<file path="src/rtl/core_pkg.sv">
// Shared core definitions: data width, the canonical NOP encoding,
// the default reset fetch address and the next-pc selection type.
package core_pkg;

  localparam int XLEN = 32;

  // addi x0, x0, 0
  localparam logic [XLEN-1:0] NOP_INST = 32'h0000_0013;

  localparam logic [XLEN-1:0] DEFAULT_RESET_PC = 32'h0000_0000;

  typedef enum logic [1:0] {
    PC_HOLD,
    PC_INC,
    PC_REDIRECT
  } pc_sel_e;

  // Clears the two byte-offset bits so every fetch address is word aligned.
  function automatic logic [XLEN-1:0] align_word(input logic [XLEN-1:0] addr);
    return addr & ~(XLEN'(3));
  endfunction

endpackage

</file>
<file path="src/rtl/fetch_unit_if.sv">
// Fetch-stage bus bundle: instruction-memory lookup, redirect request
// and the valid/ready entry handed to decode.
// The master side is the fetch unit; the slave side is memory plus decode.
interface fetch_unit_if;
  import core_pkg::*;

  logic [XLEN-1:0] imem_addr;
  logic [XLEN-1:0] imem_inst;
  logic            redirect_valid;
  logic [XLEN-1:0] redirect_pc;
  logic            id_valid;
  logic            id_ready;
  logic [XLEN-1:0] id_pc;
  logic [XLEN-1:0] id_inst;

  modport master (
    output imem_addr,
    input  imem_inst,
    input  redirect_valid,
    input  redirect_pc,
    output id_valid,
    input  id_ready,
    output id_pc,
    output id_inst
  );

  modport slave (
    input  imem_addr,
    output imem_inst,
    output redirect_valid,
    output redirect_pc,
    input  id_valid,
    output id_ready,
    input  id_pc,
    input  id_inst
  );

endinterface

</file>
<file path="src/rtl/fetch_unit_program_counter.sv">
// Program counter for the fetch stage: holds the byte address of the next
// fetch and picks between a redirect target, sequential +4 and hold.
module program_counter
  import core_pkg::*;
#(
  parameter logic [XLEN-1:0] RESET_PC = DEFAULT_RESET_PC
) (
  input  logic            clk,
  input  logic            rst_n,
  input  logic            load,
  input  logic            redirect_valid,
  input  logic [XLEN-1:0] redirect_pc,
  output logic [XLEN-1:0] pc
);

  pc_sel_e         pc_sel;
  logic [XLEN-1:0] pc_next;

  // Redirect always wins; otherwise advance only when the output register takes this fetch.
  always_comb begin
    pc_sel = PC_HOLD;
    if (redirect_valid) begin
      pc_sel = PC_REDIRECT;
    end else if (load) begin
      pc_sel = PC_INC;
    end
  end

  // Next address; the +4 naturally wraps modulo 2^32 and redirect offsets are dropped.
  always_comb begin
    pc_next = pc;
    case (pc_sel)
      PC_REDIRECT: pc_next = align_word(redirect_pc);
      PC_INC:      pc_next = pc + XLEN'(4);
      default:     pc_next = pc;
    endcase
  end

  // PC register, returned to the reset vector asynchronously.
  always_ff @(posedge clk or negedge rst_n) begin
    if (!rst_n) begin
      pc <= RESET_PC;
    end else begin
      pc <= pc_next;
    end
  end

endmodule

</file>
<file path="src/rtl/fetch_unit.sv">
// Single-entry instruction fetch stage. Looks up the word at pc in a
// combinational instruction memory and registers it, with its address,
// into a valid/ready entry for decode. A redirect flushes that entry.
// Optional build macro FETCH_PERF_EN adds handshake/stall counters.
module fetch_unit
  import core_pkg::*;
#(
  parameter logic [XLEN-1:0] RESET_PC = DEFAULT_RESET_PC
) (
  input  logic            clk,
  input  logic            rst_n,
`ifdef FETCH_PERF_EN
  output logic [XLEN-1:0] perf_fetch_cnt,
  output logic [XLEN-1:0] perf_stall_cnt,
`endif
  fetch_unit_if.master    bus
);

  logic [XLEN-1:0] pc;
  logic            load;
  logic            id_valid_q;
  logic [XLEN-1:0] id_pc_q;
  logic [XLEN-1:0] id_inst_q;

  // The entry can be (re)filled when it is empty or being consumed this cycle.
  always_comb begin
    load = !id_valid_q || bus.id_ready;
  end

  program_counter #(
    .RESET_PC (RESET_PC)
  ) u_pc (
    .clk            (clk),
    .rst_n          (rst_n),
    .load           (load),
    .redirect_valid (bus.redirect_valid),
    .redirect_pc    (bus.redirect_pc),
    .pc             (pc)
  );

  // Memory is word indexed, so the byte address drops its low two bits.
  always_comb begin
    bus.imem_addr = {2'b00, pc[XLEN-1:2]};
  end

  // Decode entry: flushed by redirect, refilled on load, frozen while stalled.
  always_ff @(posedge clk or negedge rst_n) begin
    if (!rst_n) begin
      id_valid_q <= 1'b0;
      id_pc_q    <= '0;
      id_inst_q  <= NOP_INST;
    end else if (bus.redirect_valid) begin
      id_valid_q <= 1'b0;
    end else if (load) begin
      id_valid_q <= 1'b1;
      id_pc_q    <= pc;
      id_inst_q  <= bus.imem_inst;
    end
  end

  // Entry registers drive the decode-side outputs directly.
  always_comb begin
    bus.id_valid = id_valid_q;
    bus.id_pc    = id_pc_q;
    bus.id_inst  = id_inst_q;
  end

`ifdef FETCH_PERF_EN
  // Completed handshakes and stalled cycles, both free-running and wrapping.
  always_ff @(posedge clk or negedge rst_n) begin
    if (!rst_n) begin
      perf_fetch_cnt <= '0;
      perf_stall_cnt <= '0;
    end else begin
      if (id_valid_q && bus.id_ready) begin
        perf_fetch_cnt <= perf_fetch_cnt + XLEN'(1);
      end
      if (id_valid_q && !bus.id_ready) begin
        perf_stall_cnt <= perf_stall_cnt + XLEN'(1);
      end
    end
  end
`endif

endmodule

</file>
<file path="src/flat_wrapper.sv">
// flat-port wrapper written by rule: the top's interface ports become plain ports
module fetch_unit_flat import core_pkg::*;
#(
  parameter logic [XLEN-1:0] RESET_PC = DEFAULT_RESET_PC
)
  (clk, rst_n, bus_imem_addr, bus_imem_inst, bus_redirect_valid, bus_redirect_pc, bus_id_valid, bus_id_ready, bus_id_pc, bus_id_inst);
  fetch_unit_if bus_i ();
  input  logic clk;
  input  logic rst_n;
  output wire logic [$bits(bus_i.imem_addr)-1:0] bus_imem_addr;
  input wire logic [$bits(bus_i.imem_inst)-1:0] bus_imem_inst;
  input wire logic [$bits(bus_i.redirect_valid)-1:0] bus_redirect_valid;
  input wire logic [$bits(bus_i.redirect_pc)-1:0] bus_redirect_pc;
  output wire logic [$bits(bus_i.id_valid)-1:0] bus_id_valid;
  input wire logic [$bits(bus_i.id_ready)-1:0] bus_id_ready;
  output wire logic [$bits(bus_i.id_pc)-1:0] bus_id_pc;
  output wire logic [$bits(bus_i.id_inst)-1:0] bus_id_inst;
  assign bus_imem_addr = bus_i.imem_addr;
  assign bus_i.imem_inst = bus_imem_inst;
  assign bus_i.redirect_valid = bus_redirect_valid;
  assign bus_i.redirect_pc = bus_redirect_pc;
  assign bus_id_valid = bus_i.id_valid;
  assign bus_i.id_ready = bus_id_ready;
  assign bus_id_pc = bus_i.id_pc;
  assign bus_id_inst = bus_i.id_inst;
  fetch_unit #(.RESET_PC(RESET_PC)) u_core (.clk(clk), .rst_n(rst_n), .bus(bus_i));
endmodule
</file>
<file path="config.mk">
export PLATFORM = sky130hd
export DESIGN_NAME = fetch_unit_flat
export DESIGN_NICKNAME = d
export VERILOG_FILES = /design/src/rtl/core_pkg.sv /design/src/rtl/fetch_unit_if.sv /design/src/rtl/fetch_unit_program_counter.sv /design/src/rtl/fetch_unit.sv /design/src/flat_wrapper.sv
export SDC_FILE = /design/constraint.sdc
export NUM_CORES = 1
export LEC_CHECK = 0
export ABC_CLOCK_PERIOD_IN_PS = 2200
export BUFFER_PORTS_ARGS = -buffer_cell sky130_fd_sc_hd__buf_4
export CORE_MARGIN = 5
export CORE_UTILIZATION = 48
export DETAILED_ROUTE_END_ITERATION = 12
export PLACE_DENSITY = 0.87
export SLEW_MARGIN = 5
export SYNTH_ARGS = -nofsm -noshare
export SYNTH_HDL_FRONTEND = slang
export SYNTH_SLANG_ARGS = --single-unit
</file>
<file path="constraint.sdc">
create_clock -name clk -period 2.2 [get_ports clk]
set_input_delay 0.22 -clock clk [delete_from_list [all_inputs] [get_ports clk]]
set_output_delay 0.22 -clock clk [all_outputs]
set_load 0.03 [all_outputs]
</file>
==> reports/summary.md <==
Relative to the synthesized area, the layout overhead comes to 37.2%. Entering global routing, the biggest net connects 63 pins. Clock tree synthesis found a total of 93 sinks.

Of all cell types, the one taking the most synthesized area is sky130_fd_sc_hd__dfrtp_1. Setup violations remaining at the end of the flow were counted as 0. The tightest min-delay check is of the input pin to flip-flop type. For the total track usage, the log shows 19.6%. The layout has 622 filler cells. The tools report the routability congestion estimate from global placement as 0.810. STA classifies the critical path endpoint as a flip-flop. The run finished with clean final reports. The top cell types in the final layout, fill and taps aside, are sky130_fd_sc_hd__buf_4 (166), sky130_fd_sc_hd__dfrtp_1 (90), sky130_fd_sc_hd__mux2_2 (63).

The detail route stage leaves a number of antenna-violating nets equal to 0. The initial antenna violation count is 0, and the aggregate routed wire length is 10200 um. The H-tree generated during clock tree synthesis spans 3 levels.

Once the clock tree was built, the setup fixing pass inserted 0 buffers. Final design utilization: 67.8%. Walking the worst path, the cells encountered are nor2b_1 -> nor2_4 -> buf_4 -> mux2_2. In the final timing run, aggregate negative setup slack is 0 ns.

The number of global-route vias before repair is 3139, and the required time of the worst setup path is 2.43 ns. After floorplanning, the core was sized to cover 8260 sq um. The total placed cells including tap cells was 588; the post-detailed-placement half-perimeter wirelength was 7630 um. The logs give 4 for the length of the first detailed-routing pass in iterations and 130 for the violation count after the first detailed-routing iteration.

The longest clock path from root to sink contains 2 buffers. In this run the horizontal extent of the chip is 102 um. After synthesis, the share of flip-flops with an asynchronous set or reset is 100%. Across the routed clock network, the largest skew measured is 0.0161 ns. The power density over the cells was 833 nW/um^2. The post-route non-filler standard cell count came out at 605. TritonCTS built the clock tree. The number of antenna diodes in the final layout is 0.

The tool flagged a number of max-cap violations equal to 0. The first-pass GRT wire length is 15900 um. Among all flip-flop cells after synthesis, the most frequent one is sky130_fd_sc_hd__dfrtp_1.

The maximum fanout encountered on the critical timing path came out at 62. The number of top-level pins was 165. For this run, the register share of the synthesized area comes to 57.1%.

The tools report the sort of element at the start of the critical path as a flip-flop. The die covers 10500 sq um. Across all layers, the routed design uses 3165 vias. Counting distinct cell types in the post-synthesis netlist gives 33. Across the VDD grid, the largest voltage drop is 0.588 mV. Yosys attributes the largest share of cell area to sky130_fd_sc_hd__dfrtp_1 (55%), sky130_fd_sc_hd__mux2_2 (17%), sky130_fd_sc_hd__nand2_1 (3.5%).

For this run the aggregate overflow at the end of global routing stands at 0. Counting flops with a built-in enable in the synthesized netlist gives 0. The analysis attributes to cell leakage a power of 2.56 nW. Data arrives at the worst endpoint at 2.20 ns. In this run the mean area of a mapped cell was 12.3 sq um. The library cell used most frequently in the layout, excluding fill and tap cells, is sky130_fd_sc_hd__buf_4.

The number of standard cells after synthesis is 333. The max-slew violation total from the final report was 0. The largest single stage delay on the critical path is 0.63 ns. The worst-case headroom to the max-slew limit is 45.8%. Setup repair after global routing left no endpoint under its margin. Dividing the final minimum period by the clock period gives 89.5%. The number of placement rows is 33, and the post-synthesis instance area is 4090 sq um.

After layout, the minimum clock period comes to 1.97 ns. In the final design database the tool counted 564 nets. The clock latency at the later pin of the worst-skew pair is 0.36 ns. The number of vias per cell is 5.23.

Clock-pin slew was measured on the worst setup and hold paths at 0.10 ns. The master of the slowest instance on the critical path was sky130_fd_sc_hd__buf_4. After synthesis the netlist holds a flip-flop and latch count of 93. Dividing the detail-routed wire length by the instance count gives 16.9 um.

The Yosys warning count is 0. The number of buffers added on ports was 158; the proportion of layout cells with a drive suffix above 1 was 51.2%. In the routed design, unresolved DRC markers number 0. The critical path is of the flip-flop to flip-flop type. The vertical die dimension is 102 um, and the number of CTS-inserted buffers is 9. The number of hold-slack violations in the final timing report was 0. The root buffer cell chosen for the clock tree is sky130_fd_sc_hd__clkbuf_8. Derived from the worst setup path, the maximum achievable clock frequency is 508 MHz. Starting density of the core: 49.5%.

The worst-margin pin slew is 0.813 ns, and the area share of the largest cell type after synthesis is 55.1%.
## synth_stat cells, drive strengths merged (5+ instances only)
| cell type | instances |
|---|---|
| xor2 | 14 |
| nand2 | 38 |
| o21ai | 27 |
| mux2 | 63 |
| nand3 | 10 |
| dfrtp | 90 |
| nor2 | 7 |
| buf | 12 |
| clkbuf | 8 |
| and3 | 5 |
| xnor2 | 13 |
| nor4 | 7 |
| nand4 | 13 |
## cell type report
| cell class | count | area, sq um | area share (%) |
|---|---|---|---|
| Clock inverter | 6 | 70.1 | 1.25 |
| Sequential cell | 93 | 2330 | 41.6 |
| Inverter | 3 | 11.3 | 0.201 |
| Tap cell | 105 | 131 | 2.34 |
| Timing Repair Buffer | 168 | 1280 | 22.8 |
| Clock buffer | 10 | 128 | 2.28 |
| Multi-Input combinational cell | 220 | 1660 | 29.5 |
## critical path: cells and delay by family (launching register included)
family	cells	cell delay (ns)
multiplexers	1	0.42
flip-flops	1	0.41
buffers and inverters	1	0.63
AND/OR/NAND/NOR	2	0.36
## registers in the layout, summed over array words and instances, names as in the netlist
name	cells
u_core.bus.id_pc	30
u_core.bus.id_inst	32
u_core.bus.id_valid	1
u_core.u_pc.pc	30
## layer usage
metal | global-route usage [%] | vias up | routed length, um
met5 | 0 | - | 0
met4 | 4.64 | 0 | 91
met3 | 5.39 | 9 | 957
met2 | 33.3 | 135 | 4980
met1 | 25.1 | 1546 | 4170
li1 | - | 1475 | -
## kinds of logic (layout without fill, tap and decap cells)
kind of cell    Yosys count  in the layout  synth area share [%]
xor+xnor                 27             27                  5.79
flops                    93             93                  57.1
simple gates             93             93                  12.2
mux                      64             64                  17.6
fa+ha+maj                 1              1                 0.306
compound gates           31             31                  4.04
buf+inv                  23            187                  2.88
other cells               1              4                0.0918
## final timing paths
| check | cells past startpoint | endpoint | slack, ns | from |
|---|---|---|---|---|
| setup / recovery | 4 | u_core.bus.id_inst[31] | 0.23 | u_core.bus.id_valid |
| min in group asynchronous | 2 | u_core.bus.id_pc[25] | 0.44 | rst_n |
| hold reg to reg | 1 | u_core.bus.id_pc[24] | 0.51 | u_core.bus.id_pc[24] |
| setup reg to reg | 4 | u_core.bus.id_inst[31] | 0.23 | u_core.bus.id_valid |
| hold / removal | 3 | u_core.u_pc.pc[6] | 0.06 | bus_redirect_pc[6] |
| max in group asynchronous | 3 | u_core.bus.id_inst[1] | 1.06 | rst_n |
## timing repair
action / in CTS / in global routing
hold buffers: 1 / 0
resized for setup: 0 / 0
endpoints found under the hold margin: 51 / 0
## per-stage QoR
step	power (mW)	setup slack [ns]	area (sq um)	hold WS, ns
2_1_floorplan	2.94	0.247	4100	-0.0756
3_3_place_gp	3.52	0.262	5400	0.302
3_5_place_dp	3.56	0.221	5400	0.312
4_1_cts	4.71	0.208	5600	0.0483
5_1_grt	4.88	0.0753	5600	0.0539
6_report	4.66	0.232	5600	0.0560
## report_power, final
group          total (mW)  internal, mW  switching (mW)
Combinational        1.39         0.588           0.800
Sequential           2.12          1.94           0.180
Clock                1.15         0.534           0.619
Total                4.66          3.07            1.60
(Power assumes the default switching activity.)
